$ cat config.mk
export PLATFORM = sky130hd
export DESIGN_NAME = sub_define_pipe
export DESIGN_NICKNAME = d
export VERILOG_FILES = /design/src/rtl/sub_define_pkg.sv /design/src/rtl/sub_define_fifo2.sv /design/src/rtl/sub_define_pipe.sv
export SDC_FILE = /design/constraint.sdc
export NUM_CORES = 1
export LEC_CHECK = 0
export ABC_AREA = 1
export BUFFER_PORTS_ARGS = -buffer_cell sky130_fd_sc_hd__buf_2
export CAP_MARGIN = 30
export CELL_PAD_IN_SITES_DETAIL_PLACEMENT = 1
export CELL_PAD_IN_SITES_GLOBAL_PLACEMENT = 1
export CORE_ASPECT_RATIO = 0.6
export CORE_MARGIN = 5
export CORE_UTILIZATION = 43
export DETAILED_ROUTE_END_ITERATION = 6
export GPL_TIMING_DRIVEN = 0
export PLACE_DENSITY = 0.85
export REMOVE_ABC_BUFFERS = 1
export SLEW_MARGIN = 20
export SYNTH_ARGS = -nofsm -noshare
export SYNTH_HDL_FRONTEND = slang
export SYNTH_SLANG_ARGS = --single-unit
$ cat constraint.sdc
create_clock -name clk -period 2.7 [get_ports clk]
set_clock_uncertainty 0.05 [all_clocks]
set_input_delay 0.81 -clock clk [delete_from_list [all_inputs] [get_ports clk]]
set_output_delay 0.81 -clock clk [all_outputs]
set_load 0.01 [all_outputs]
$ cat src/rtl/sub_define_pkg.sv
`default_nettype none
// ============================================================================
//  Module      : sub_define_pkg
//  Description : Shared types and defaults for the sub_define decode pipe.
//  Revision    : 1.0
// ============================================================================
package sub_define_pkg;

    localparam int c_default_width = 16;
    localparam int c_default_dec   = 2;
    localparam int c_count_width   = 16;

    typedef enum logic [1:0] {
        EMPTY = 2'd0,
        ONE   = 2'd1,
        FULL  = 2'd2
    } fill_state_t;

    // The FIFO can take another word in any state except FULL.
    function automatic logic accepts_push(input fill_state_t state);
        return (state != FULL);
    endfunction

endpackage
`default_nettype wire

$ cat src/rtl/sub_define_fifo2.sv
`default_nettype none
// ============================================================================
//  Module      : sub_define_fifo2
//  Description : Two-entry FIFO with a registered write-ready, no ready path.
//  Revision    : 1.0
// ============================================================================
module sub_define_fifo2
    import sub_define_pkg::*;
#(
    parameter int WIDTH = c_default_width
) (
    input  logic             clk,
    input  logic             rst_n,
    input  logic             wr_valid,
    input  logic [WIDTH-1:0] wr_data,
    output logic             wr_ready,
    output logic             rd_valid,
    input  logic             rd_ready,
    output logic [WIDTH-1:0] rd_data
);

    fill_state_t      r_state;
    fill_state_t      w_state_next;
    logic             r_ready;
    logic [WIDTH-1:0] r_head;
    logic [WIDTH-1:0] r_tail;
    logic             w_push;
    logic             w_pop;

    assign w_push = wr_valid && r_ready;
    assign w_pop  = (r_state != EMPTY) && rd_ready;

    always_comb begin
        w_state_next = r_state;
        case (r_state)
            EMPTY: begin
                if (w_push) w_state_next = ONE;
            end
            ONE: begin
                if (w_push && !w_pop)      w_state_next = FULL;
                else if (w_pop && !w_push) w_state_next = EMPTY;
            end
            FULL: begin
                if (w_pop) w_state_next = ONE;
            end
            default: w_state_next = EMPTY;
        endcase
    end

    // Ready is computed from the next state so it is purely registered.
    always_ff @(posedge clk or negedge rst_n) begin
        if (!rst_n) begin
            r_state <= EMPTY;
            r_ready <= 1'b0;
        end else begin
            r_state <= w_state_next;
            r_ready <= accepts_push(w_state_next);
        end
    end

    always_ff @(posedge clk or negedge rst_n) begin
        if (!rst_n) begin
            r_head <= '0;
            r_tail <= '0;
        end else begin
            case (r_state)
                EMPTY: begin
                    if (w_push) r_head <= wr_data;
                end
                ONE: begin
                    if (w_push && w_pop) r_head <= wr_data;
                    else if (w_push)     r_tail <= wr_data;
                end
                FULL: begin
                    if (w_pop) r_head <= r_tail;
                end
                default: begin
                    r_head <= r_head;
                end
            endcase
        end
    end

    assign wr_ready = r_ready;
    assign rd_valid = (r_state != EMPTY);
    assign rd_data  = r_head;

endmodule
`default_nettype wire

$ cat src/rtl/sub_define_pipe.sv
`default_nettype none
// ============================================================================
//  Module      : sub_define_pipe
//  Description : Subtracts DEC from each word, buffers in a 2-entry FIFO,
//                tracks sticky underflow and a wrapping transfer count.
//                Define SUB_DEFINE_SATURATE_EN to clamp underflowing words to 0.
//  Revision    : 1.0
// ============================================================================
module sub_define_pipe
    import sub_define_pkg::*;
#(
    parameter int WIDTH = c_default_width,
    parameter int DEC   = c_default_dec
) (
    input  logic                     clk,
    input  logic                     rst_n,
    input  logic                     in_valid,
    output logic                     in_ready,
    input  logic [WIDTH-1:0]         in_data,
    output logic                     out_valid,
    input  logic                     out_ready,
    output logic [WIDTH-1:0]         out_data,
    output logic                     underflow,
    output logic [c_count_width-1:0] out_count
);

    localparam logic [WIDTH-1:0] c_dec = WIDTH'(DEC);

    logic                     w_below;
    logic [WIDTH-1:0]         w_diff;
    logic [WIDTH-1:0]         w_decoded;
    logic                     w_push;
    logic                     w_pop;
    logic                     r_underflow;
    logic [c_count_width-1:0] r_count;

    assign w_below = (in_data < c_dec);
    assign w_diff  = in_data - c_dec;

`ifdef SUB_DEFINE_SATURATE_EN
    assign w_decoded = w_below ? '0 : w_diff;
`else
    assign w_decoded = w_diff;
`endif

    assign w_push = in_valid && in_ready;
    assign w_pop  = out_valid && out_ready;

    sub_define_fifo2 #(
        .WIDTH (WIDTH)
    ) u_fifo (
        .clk      (clk),
        .rst_n    (rst_n),
        .wr_valid (in_valid),
        .wr_data  (w_decoded),
        .wr_ready (in_ready),
        .rd_valid (out_valid),
        .rd_ready (out_ready),
        .rd_data  (out_data)
    );

    always_ff @(posedge clk or negedge rst_n) begin
        if (!rst_n) begin
            r_underflow <= 1'b0;
            r_count     <= '0;
        end else begin
            if (w_push && w_below) r_underflow <= 1'b1;
            if (w_pop)             r_count     <= r_count + 1'b1;
        end
    end

    assign underflow = r_underflow;
    assign out_count = r_count;

endmodule
`default_nettype wire

# --- After elaboration in Yosys (flattened, before gate mapping) ---
# Index checks and enable logic that the tools add are counted.
classes:
  addsub: 2
  order_cmp: 1
  eq_ne: 6
  n_mux: 9
  n_bitwise: 1
  n_reduce_logical: 13
ops:
  columns: ["cell", "n"]
  rows:
  - ["16-bit two-way mux", 3]
  - ["16-bit one-hot mux with 3 select lines", 1]
  - ["16-bit by 1-bit adder with 16-bit output (second input constant)", 1]
  - ["16-bit by 2-bit less-than comparator with 1-bit output (second input constant)", 1]
  - ["16-bit by 2-bit subtractor with 16-bit output (second input constant)", 1]
  - ["2-bit two-way mux", 4]
  - ["1-bit logical AND", 6]
  - ["2-bit by 1-bit inequality test with 1-bit output (second input constant)", 3]
  - ["2-bit one-hot mux with 3 select lines", 1]
  - ["4-bit AND reduction", 1]
  - ["3-bit AND reduction", 1]
  - ["3-bit nonzero test", 1]
  - ["2-bit by 1-bit == test with 1-bit output (second input constant)", 1]
  - ["2-bit == test (second input constant)", 1]
  - ["1-bit logical NOT", 2]
  - ["2-bit logical NOT", 1]
  - ["2-bit inequality test (second input constant)", 1]
  - ["2-bit nonzero test", 1]
  - ["1-bit NOT", 1]
word_totals:
  regBits: 52
  input_bits: 20
  wordCells: 38

# --- Depth between registers and ports, before layout ---
# Gate-level depths: netlist (run 1).
logic_depth:
  word_depth: 7
  depth_mapped: 9
  ltp_nobuf: 9

# --- Hierarchy ---
# A second synthesis (run 1) with hierarchy kept.
unflattened:
  cells_unflattened: 366
  hier_area_um2: 2915.3
by_module_without_submodules:
  columns: ["mod", "n_inst", "cells_per_inst", "area_each_um2", "seq_area_each_um2"]
  rows:
  - ["sub_define_fifo2", 1, 211, 1759.2, 875.8]
  - ["sub_define_pipe", 1, 155, 1156.1, 425.4]

# --- Worst setup path before layout (run 1) ---
# OpenSTA, ideal clock, no wires.
synth_timing:
  path_kind: "input -> register"
  startpoint: "in in_data[1]"
  endpoint: "reg u_fifo.r_head[11], in the netlist u_fifo.rd_data[11]"
  setup_time_ns: 0.116
  arrival_time_ns: 1.666
  required_ns: 2.534
  path_slack_ns: 0.867
  cell_stages: 9
  path_buffers: 0
  path_cell_list: "inv_1 -> ha_1 -> nand2_1 -> nor2_1 -> nand2_1 -> nand2_1 -> nand3_1 -> nand2_1 -> nand2_1"
synth_between:
  elab_chain_len: 3
  elab_cells_between_ends: 4
synth_lines:
  columns: ["item", "line", "source"]
  rows:
  - ["start: declaration", "sub_define_pipe.sv:19", "input logic [WIDTH-1:0] in_data,"]
  - ["16-bit by 2-bit subtractor with 16-bit output *", "sub_define_pipe.sv:38", "assign w_diff = in_data - c_dec;"]
  - ["16-bit two-way mux, on equally long branches", "sub_define_fifo2.sv:71, sub_define_fifo2.sv:68", null]
  - ["16-bit one-hot mux with 3 select lines *", "sub_define_fifo2.sv:66", "case (r_state)"]
  - ["end signal: assignment", "sub_define_fifo2.sv:68", "if (w_push) r_head <= wr_data;"]
  - ["end signal: assignment", "sub_define_fifo2.sv:71", "if (w_push && w_pop) r_head <= wr_data;"]
  - ["end signal: assignment", "sub_define_fifo2.sv:75", "if (w_pop) r_head <= r_tail;"]
  - ["end: declaration", "sub_define_fifo2.sv:25", "logic [WIDTH-1:0] r_head;"]
# Every way passes the cells marked *; elsewhere a longest branch is shown, timed or not. The select of a mux whose other input is x is not followed.
# A chain may end at the register's enable or synchronous reset.

# --- Worst setup path after layout (run 1) ---
layout_timing:
  startpoint: "in in_valid"
  endpoint: "reg u_fifo.r_head[5], in the netlist u_fifo.rd_data[5]"
layout_between:
  elab_chain_len: 4
  elab_cells_between_ends: 5
layout_lines:
  columns: ["item", "line", "source"]
  rows:
  - ["start: declaration", "sub_define_pipe.sv:17", "input logic in_valid,"]
  - ["1-bit logical AND *", "sub_define_fifo2.sv:30", "assign w_push = wr_valid && r_ready;"]
  - ["1-bit logical AND", "sub_define_fifo2.sv:71", null]
  - ["2-bit by 1-bit inequality test with 1-bit output (no line)", null, null]
  - ["4-bit AND reduction (no line) *", null, null]
  - ["end signal: assignment", "sub_define_fifo2.sv:71", null]
  - ["end signal: assignment", "sub_define_fifo2.sv:75", null]
  - ["end signal: assignment", "sub_define_fifo2.sv:78", "r_head <= r_head;"]
# Every way passes the cells marked *; elsewhere a longest branch is shown, timed or not.

==> results of run 1 <==
==> per-layer routing <==
layer / vias up / GRT usage / wire length (um)
met5: - / 0 / 0
met2: 41 / 0.3167 / 3546
li1: 1278 / - / -
met3: 5 / 0.04609 / 322
met1: 1278 / 0.2713 / 3858
met4: 0 / 0.03475 / 44
==> worst max-delay path by stage <==
stage / start / depth (start not counted) / to / slack [ns]
6_report: in_valid / 7 / u_fifo.rd_data[5]$_DFFE_PN0P_ / 0.58
5_1_grt: in_valid / 7 / u_fifo.rd_data[5]$_DFFE_PN0P_ / 0.46
4_1_cts: u_fifo.r_state[0]$_DFF_PN0_ / 6 / u_fifo.rd_data[11]$_DFFE_PN0P_ / 0.36
3_5_place_dp: in_valid / 7 / u_fifo.rd_data[5]$_DFFE_PN0P_ / 0.25
3_3_place_gp: out_ready / 7 / u_fifo.wr_ready$_DFF_PN0_ / -0.35
2_1_floorplan: out_ready / 6 / u_fifo.wr_ready$_DFF_PN0_ / 0.45
==> through the flow <==
stage / setup TNS (ns) / utilization / hold slack [ns] / cell area, um^2 / std cells
2_1_floorplan: 0 / - / 0.3992 / 2799 / 371
3_3_place_gp: -4.260 / 0.4822 / 0.4074 / 3178 / 512
3_5_place_dp: 0 / 0.4847 / 0.4109 / 3194 / 513
4_1_cts: 0 / 0.4988 / 0.4361 / 3287 / 521
5_1_grt: 0 / 0.5010 / 0.4718 / 3302 / 522
6_report: 0 / 0.5010 / 0.4354 / 3302 / 522
==> flip-flops by register name, summed over array words and instances (netlist names) <==
register	cells
u_fifo.wr_ready	1
u_fifo.r_state	2
u_fifo.r_tail	16
underflow	1
u_fifo.rd_data	16
out_count	16
==> cell usage after synthesis (all sizes together) <==
master / count / area share
xor2: 10 / 0.033
a31oi: 4 / 0.0087
xnor2: 4 / 0.012
ha: 2 / 0.0087
nand2: 131 / 0.18
nor2: 52 / 0.085
buf: 8 / 0.027
nand3: 19 / 0.035
o21ai: 26 / 0.050
a21oi: 17 / 0.030
o21bai: 1 / 0.0026
dfrtp: 52 / 0.45
nand4: 1 / 0.0022
nor4: 1 / 0.0022
nand3b: 1 / 0.0026
inv: 49 / 0.064
nor3: 1 / 0.0017
==> worst max-delay path: stages <==
cell,delay [ns]
sky130_fd_sc_hd__buf_2,0.09
sky130_fd_sc_hd__nand2_1,0.12
sky130_fd_sc_hd__nor2_1,0.10
sky130_fd_sc_hd__o21ai_4,0.60
sky130_fd_sc_hd__inv_1,0.30
sky130_fd_sc_hd__nor2_1,0.18
sky130_fd_sc_hd__a21oi_1,0.06
==> cell type report <==
class	instances	area share
Clock buffer	6	0.02501
Multi-Input combinational cell	270	0.3986
Timing Repair Buffer	56	0.09056
Tap cell	87	0.03297
Sequential cell	52	0.3941
Clock inverter	2	0.003031
Inverter	49	0.05570
==> kinds of logic after synthesis <==
group | Yosys count | synth area share
and+or+nand+nor | 206 | 0.3113
xor gates and xnor gates | 14 | 0.04522
AOI/OAI and AO/OA | 48 | 0.09130
adders and majority gates | 2 | 0.008694
DFF | 52 | 0.4522
buffers and inverters | 57 | 0.09130
==> power by group <==
| group | internal, mW | switching (mW) | total [mW] | leakage, nW |
|---|---|---|---|---|
| Combinational | 0.422 | 0.755 | 1.18 | 1.09 |
| Clock | 0.206 | 0.274 | 0.479 | 0.0510 |
| Sequential | 1.07 | 0.181 | 1.25 | 0.640 |
==> run summary, run 1 <==
The flow ran to the end, and the final reports show no timing, DRC or antenna violations. The leading cell type in the layout, fill and taps excluded was sky130_fd_sc_hd__nand2_1. The startpoint identified for the worst register-to-register timing path is u_fifo.r_state[1]$_DFF_PN0_. The slack of the worst reg-to-reg path was 0.76 ns; the area occupied by multi-input gates was 1316 um^2.

The logs give 12970 um for the global-route wire length before repair and 0.5784 ns for the setup slack after layout. For the global router's overall resource usage, the log shows 0.1950. The die covers 8483 um^2. The run gives 0 as the number of setup violations in the final report. The worst register-to-register path ends at u_fifo.rd_data[5]$_DFFE_PN0P_. Across the whole layout, storage elements account for 1301 um^2. Counting along the longest clock path gives a buffer depth of 2.

The violation count after the first detailed-routing iteration is 132. In this run the count of I/O pins placed on the die edge is 55. The power per unit of standard cell area works out to 881.5 nW/um^2.

Averaged over all synthesized cells, the footprint is 7.593 um^2. IR analysis of the VDD net gives a maximum drop of 0.5806 mV. Fill cells in the final layout number 875. The number of cells on the worst reg-to-reg path is 6. The total design power is 2.911 mW, and the effective utilization at floorplan is 0.4367.

The total number of H-tree levels came out at 2. The net count of the finished layout is 456. Yosys mapped the design onto 32 distinct sky130hd cell types. The logs give 0.4522 for the fraction of the yosys area taken by sequential cells and 2602 for the total number of vias. After synthesis the netlist holds a flip-flop and latch count of 52. Entering global routing, the biggest net connects 53 pins. The worst hold path terminates at u_fifo.rd_data[10]$_DFFE_PN0P_. The data arrival time at the worst-slack endpoint was 2.27 ns; the horizontal die dimension was 115.6 um.

The HPWL after detailed placement is 5797 um. The tools report the category of the worst setup path capture point as a flop. The tools report the number of antenna violations at the first check in global routing as 0.

From synthesis to final layout, the design area changed by 14.74%. Measured slew at the worst slew-check pin: 0.7607 ns. The number of clock buffers added by TritonCTS is 5. After clock tree synthesis, the setup repair step added 0 buffers. The number of routed nets with antenna violations is 0, and the count of buffers inserted at the top-level ports is 54.

The minimum clock period after layout was 2.122 ns; the quantity of gates resized following cts was 0. The tools report the number of pins with negative max-slew slack in the final report as 0. The proportion of layout cells with a drive suffix above 1 is 0.1931, and the final-report hold violation count is 0. Counting instances, the worst hold path has a depth of 2.

The number of hold buffers added after CTS came out at 0. Worst hold path startpoint: u_fifo.rd_data[10]$_DFFE_PN0P_. The clock root buffer is sky130_fd_sc_hd__clkbuf_8.

Dividing the detail-routed wire length by the instance count gives 14.89 um. The first detailed-routing pass took 4 iterations. The total global routing overflow is 0.

The startpoint type of the worst setup path was a primary input. Clock latency on the worst-skew pair, taken at its later pin, is 0.32 ns. The cell count after synthesis came out at 379. The synthesized netlist occupies a cell area of 2878 um^2. Number of global-route vias before repair: 2740. Setup repair after global routing left no endpoint under its margin. The final worst-path cycle share is 0.7858, and the number of vias per cell is 4.985. The total routed wirelength is 7773 um, and the number of maximum-capacitance violations is 0. The maximum frequency from static timing analysis came out at 0.4713 GHz.

The class of the worst hold path is reg -> reg. Leaving out fill and tap cells, the most frequent cells in the layout are 127 x sky130_fd_sc_hd__nand2_1, 53 x sky130_fd_sc_hd__buf_2, 52 x sky130_fd_sc_hd__dfrtp_1. Timing analysis after detailed placement gives a worst setup slack of 0.2467 ns.

Clock-pin slew was measured on the worst setup and hold paths at 0.10 ns. Yosys printed 0 warnings. Count of inserted antenna diode cells: 0.

TritonCTS built the clock tree. Measured along the y axis, the die boundary spans 73.37 um. Of all nets on the critical path, the largest fanout is 28. The max-slew headroom at the worst pin came out at 0.4910. The leakage power was 1.783 nW. For the number of core rows, the log shows 23.

For the DRC violation count after routing, the log shows 0. At the worst endpoint, the required time is 2.85 ns. The critical path in this run is classified as in -> reg. The floorplan step defined a core boundary enclosing 6590 um^2. The congestion estimate from routability-driven global placement came to 0.8323. The clock drives 52 sinks.
Power figures use the tool's default switching activity.
==> run 2: changes to the inputs <==
Settings changed: CORE_UTILIZATION 43 to 40, PLACE_DENSITY 0.85 to 0.79.
Clock period 2.7 ns to 2.06 ns, I/O delays scaled along.
==> run summary, run 2 (synthesis gave the netlist of run 1 again) <==
The logs give 6820 um^2 for the area of the core region and 23 for the number of core rows. The tools report the worst-skew pair later-pin latency as 0.29 ns. Final cell area excluding filler cells: 3337 um^2. The floorplan step set the die width to 119.5 um. The total overflow left after global routing is 0. TritonCTS built the clock tree. The class of the worst hold path was in -> async. The iteration count of the initial detailed-routing pass came out at 4. In the layout the commonest cells are 127 x sky130_fd_sc_hd__nand2_1, 53 x sky130_fd_sc_hd__buf_2, 52 x sky130_fd_sc_hd__dfrtp_1. The repair_antennas step left the layout with diodes totalling 0.

The max-slew headroom at the worst pin is 0.5181. Setup total negative slack on the finished layout was measured at 0 ns. The run finished with clean final reports.

Once placement finished, the instance area stood at 3194 um^2. The largest net degree at the start of global routing was 53; the total routed wirelength was 7655 um. The number of antenna violations at the first check in global routing is 0, and the measured slew at the worst slew-check pin is 0.7201 ns. The die is 75.70 um tall. The number of vias per cell came out at 4.898. Data required time at the worst endpoint: 2.19 ns.

The power per unit of standard cell area was 1197 nW/um^2; the number of hold buffers added after CTS was 0. The run gives 0 as the number of setup buffers added after CTS. The tools report the final weighted congestion in routability-driven placement as 0.7963. In this run, CTS created clock tree buffers numbering 5. The detail route stage leaves a number of antenna-violating nets equal to 0. Effective utilization at floorplan: 0.4219. Based on the critical path, the design can be clocked at up to 0.5150 GHz. The category of the worst setup path capture point is a flop. The run gives 2547 as the total number of vias. The number of placed instances, taps included, is 513. Setup repair after global routing could not meet its margin everywhere.

Across all hold checks on the routed design, the worst slack comes to 0.3067 ns. Data arrival time at the worst-slack endpoint: 2.07 ns. The tool flagged a number of max-cap violations equal to 0.

The proportion of layout cells with a drive suffix above 1 works out to 0.1894. Die footprint: 9046 um^2. During placement, the flow inserted port buffers numbering 54. The worst setup path is of the reg -> reg kind. From synthesis to final layout, the design area changed by 15.96%.

Summed over all nets, the half-perimeter wirelength after detailed placement is 5719 um. The maximum buffer depth of the clock tree came out at 2. The worst setup path is launched from a flop. The clock slew at the register clock pins of the worst setup and hold paths works out to 0.07 ns. For the count of boundary I/O pins, the log shows 55. The finished layout holds 520 standard cells, fillers aside. The global router's overall resource usage was 0.1786; the maximum vdd ir drop was 0.8161 mV. CTS built an H-tree with a depth of 2.

The tree is rooted in a sky130_fd_sc_hd__clkbuf_16. The highest net fanout along the worst path was 21. The number of global-route vias before repair is 2624, and the minimum clock period after layout is 1.942 ns. After detailed routing, the average wire length per cell comes to 14.72 um.

Final worst-path cycle share: 0.9426. The final design utilization is 0.4893, and the global-route wire length before repair is 12790 um. Setup violations remaining at the end of the flow were counted as 0. Clock tree synthesis found a total of 52 sinks. Leaving out fill and tap cells, the most frequent cell in the layout is sky130_fd_sc_hd__nand2_1. At the end of the flow, the number of nets in the layout was 455. The number of pins with negative max-slew slack in the final report came out at 0.

In this run the static leakage power is 1.791 nW. The final-report hold violation count is 0. The violation count after the first detailed-routing iteration was 118; the DRC violation count after routing was 0.
[run 2: per-stage QoR]
stage          setup WS (ns)  power (mW)
6_report              0.1182       3.994
5_1_grt             -0.07664       4.322
4_1_cts              0.07160       4.052
3_5_place_dp         -0.2890       3.195
3_3_place_gp         -0.7974       3.112
2_1_floorplan     -0.0008948       2.598
[run 2: final cells by class]
class | instances | area, um^2
Fill cell | 875 | 3483
Multi-Input combinational cell | 270 | 1321
Sequential cell | 52 | 1301
Timing Repair Buffer | 55 | 284.0
Inverter | 49 | 183.9
Clock buffer | 5 | 125.1
Tap cell | 87 | 108.9
Clock inverter | 2 | 12.51
[run 2: worst paths after layout]
kind	startpoint	endpoint	slack (ns)	depth (start not counted)
max	u_fifo.r_state[0]$_DFF_PN0_	u_fifo.rd_data[11]$_DFFE_PN0P_	0.12	6
min	rst_n	u_fifo.rd_data[1]$_DFFE_PN0P_	0.31	1
max reg2reg	u_fifo.r_state[0]$_DFF_PN0_	u_fifo.rd_data[11]$_DFFE_PN0P_	0.12	6
min reg2reg	u_fifo.rd_data[13]$_DFFE_PN0P_	u_fifo.rd_data[13]$_DFFE_PN0P_	0.43	2
max in group asynchronous	rst_n	u_fifo.r_state[0]$_DFF_PN0_	1.19	1
min in group clk	u_fifo.rd_data[13]$_DFFE_PN0P_	u_fifo.rd_data[13]$_DFFE_PN0P_	0.43	2
[run 2: power by group]
part / leakage (nW) / total, mW / switching [mW] / internal [mW]
Sequential: 0.640 / 1.65 / 0.244 / 1.41
Clock: 0.0657 / 0.821 / 0.378 / 0.442
Combinational: 1.09 / 1.52 / 0.979 / 0.540
Total: 1.79 / 3.99 / 1.60 / 2.39
[run 2: worst max-delay path, cell delays in order (launching register included)]
cell and delay, ns:
sky130_fd_sc_hd__dfrtp_1 0.42, sky130_fd_sc_hd__nor2_4 0.47, sky130_fd_sc_hd__inv_1 0.43, sky130_fd_sc_hd__nor2_1 0.22, sky130_fd_sc_hd__nor2_1 0.07, sky130_fd_sc_hd__nand2_1 0.11
sky130_fd_sc_hd__nand2_1 0.06
[run 2: routing by layer]
metal	part of all wire	wire length, um	vias to the layer above	track usage
li1	-	-	1278	-
met1	0.51	3904	1214	0.2503
met2	0.44	3351	47	0.2875
met3	0.044	340	8	0.04228
met4	0.0077	59	0	0.03807
met5	0	0	-	0
[run 2: timing repair]
action / in CTS / in global routing
resized for setup: 1 / 0
endpoints found under the hold margin: 0 / 0
setup endpoints to repair: 14 / 7
pin swaps: 0 / 1
==> run 3: changes to the inputs <==
Settings changed: CORE_MARGIN 5 to unset, PLACE_DENSITY 0.79 to unset, PLACE_DENSITY_LB_ADDON set to 0.1.
==> run summary, run 3 (synthesis gave the netlist of run 1 again) <==
The run finished, with violations left. The checks that failed: design-rule violations. The class of the worst hold path is in -> async.

Of all nets on the critical path, the largest fanout is 21. Count of buffers inserted at the top-level ports: 54. TritonCTS built the clock tree. The data required time at the worst endpoint is 2.19 ns, and the clock slew at the register clock pins of the worst setup and hold paths is 0.07 ns. The met1 global-route usage is 0.3133, and the maximum frequency from static timing analysis is 0.5115 GHz.

At the end of routability-driven placement, the weighted congestion stood at 0.8011. The top cell types in the final layout, fill and taps aside, are 127 x sky130_fd_sc_hd__nand2_1, 53 x sky130_fd_sc_hd__buf_2, 52 x sky130_fd_sc_hd__dfrtp_1. The die is 111.5 um wide. The die covers 7549 um^2. STA classifies the critical path startpoint as a flop. The die is 67.70 um tall. 55 I/O pins were placed.

Maximum buffer depth of the clock tree: 2. Hold is met by 0.3061 ns. The detailed placer's ending HPWL was 5408 um; the biggest cell delay along the critical path was 0.49 ns. Summed over all cells, the static leakage comes to 1.805 nW. The count of buffer and inverter cells on the critical path was 1; the total number of vias was 2510.

Global routing finished with a remaining overflow of 0. Walking the worst path, the cells encountered are nor2_4, inv_1, nor2_1, nor2_1, nand2_1, nand2_1. The max-slew headroom at the worst pin is 0.4793. Clock tree synthesis inserted a total of 5 buffers. The leading cell type in the layout, fill and taps excluded was sky130_fd_sc_hd__nand2_1.

The number of standard cells in the final layout excluding fillers was 521. Area of all sequential standard cells: 1301 um^2. In this run the number of H-tree levels came out at 2. The number of antenna diodes in the final layout is 0.

The category of the worst setup path capture point was a flop. The worst-skew pair later-pin latency was 0.29 ns. For the clock sink total, the log shows 52. Summed over all layers, the routed wires come to 7419 um. On the critical path the largest part of the delay comes from simple AND/OR/NAND/NOR gates.

Dividing total power by cell area gives a power density of 1223 nW/um^2. The run gives 6820 um^2 as the area of the core region. The area occupied by multi-input gates was 1321 um^2. The number of pins with negative max-slew slack in the final report came out at 0.

The tools report the number of nets in the final layout as 455. The global routing stage identified its most utilized layer as met2. Setup violations remaining at the end of the flow were counted as 0.

The run gives 0.4219 as the effective utilization at floorplan. The number of antenna violations at the first check in global routing was 0. The final-report hold violation count is 0, and the iteration count of the initial detailed-routing pass is 7. The run gives 0.04039 as the met3 track demand over resource in global routing. The final worst-path cycle share came out at 0.9490. Setup repair after global routing could not meet its margin everywhere.

The measured slew at the worst slew-check pin is 0.7781 ns, and the number of setup buffers added after CTS is 0. The largest net degree at the start of global routing came out at 53. Number of global-route vias before repair: 2513.

The number of hold buffers added after CTS came out at 0. The run gives 0.4931 as the final design utilization. The area growth from synthesis to layout came out at 16.87%. The number of vias per cell is 4.818. The wire length per cell after detailed routing is 14.24 um, and the DRC violation count after routing is 4.

The global router's overall resource usage was 0.2167. Number of maximum-capacitance violations: 0. The setup path with the least slack is of type reg -> reg.

The first global-routing pass estimated 12560 um of wire. In this run, placement finished with an instance count of 513. Worst-path cell with the longest stage delay: sky130_fd_sc_hd__nor2_4. The run gives 0.6223 mV as the maximum vdd ir drop.

Data arrives at the worst endpoint at 2.09 ns. The initialized floorplan defines 23 standard-cell rows. For the violation count after the first detailed-routing iteration, the log shows 93. The number of routed nets with antenna violations is 0, and the minimum clock period after layout is 1.955 ns. After filler insertion, the fill cell instance count of the layout stands at 888. The tree is rooted in a sky130_fd_sc_hd__clkbuf_16. The routing usage on met2 is 0.3367, and the proportion of layout cells with a drive suffix above 1 is 0.1912.
==> run 3: through the flow <==
stage	total power, mW	TNS (ns)	setup slack, ns	area (um^2)
floorplan	2.598	-0.0008948	-0.0008948	2799
global placement	3.115	-16.14	-0.9040	3178
detailed placement	3.180	-2.408	-0.3192	3194
CTS	4.168	0	0.07826	3363
global route	4.438	-0.08052	-0.08052	3363
finish	4.113	0	0.1050	3363
==> run 3: cell type report <==
cell class	instances	area share
well taps	87	0.03237
inverters	49	0.05469
clock buffers	6	0.03832
flip-flops and latches	52	0.3869
multi-input cells	270	0.3929
repair buffers	55	0.08445
clock inverters	2	0.01042
==> run 3: metal layers <==
layer / routed length [um] / vias to the layer above
met5: 0 / -
met4: 70 / 0
met3: 338 / 7
met2: 3075 / 50
met1: 3934 / 1183
li1: - / 1270
==> run 3: path summary, 6_finish.rpt <==
path / slack (ns) / depth (start not counted) / start / endpoint
worst min-delay path: 0.31 / 1 / rst_n / u_fifo.r_tail[6]$_DFFE_PN0P_
worst max register to register: 0.10 / 6 / u_fifo.r_state[0]$_DFF_PN0_ / u_fifo.rd_data[11]$_DFFE_PN0P_
worst max-delay path: 0.10 / 6 / u_fifo.r_state[0]$_DFF_PN0_ / u_fifo.rd_data[11]$_DFFE_PN0P_
min in group clk: 0.43 / 2 / u_fifo.rd_data[10]$_DFFE_PN0P_ / u_fifo.rd_data[10]$_DFFE_PN0P_
max in group asynchronous: 1.18 / 1 / rst_n / u_fifo.rd_data[15]$_DFFE_PN0P_
worst min register to register: 0.43 / 2 / u_fifo.rd_data[10]$_DFFE_PN0P_ / u_fifo.rd_data[10]$_DFFE_PN0P_
==> run 3: timing repair <==
| item | CTS | global route |
|---|---|---|
| pin swaps | 0 | 1 |
| setup endpoints to repair | 14 | 7 |
| gates resized for setup | 1 | 1 |
==> run 3: power breakdown <==
part           total [mW]  switching (mW)  internal, mW
logic                1.52           0.978         0.542
clock network       0.952           0.379         0.573
registers            1.64           0.232          1.41
total                4.11            1.59          2.52
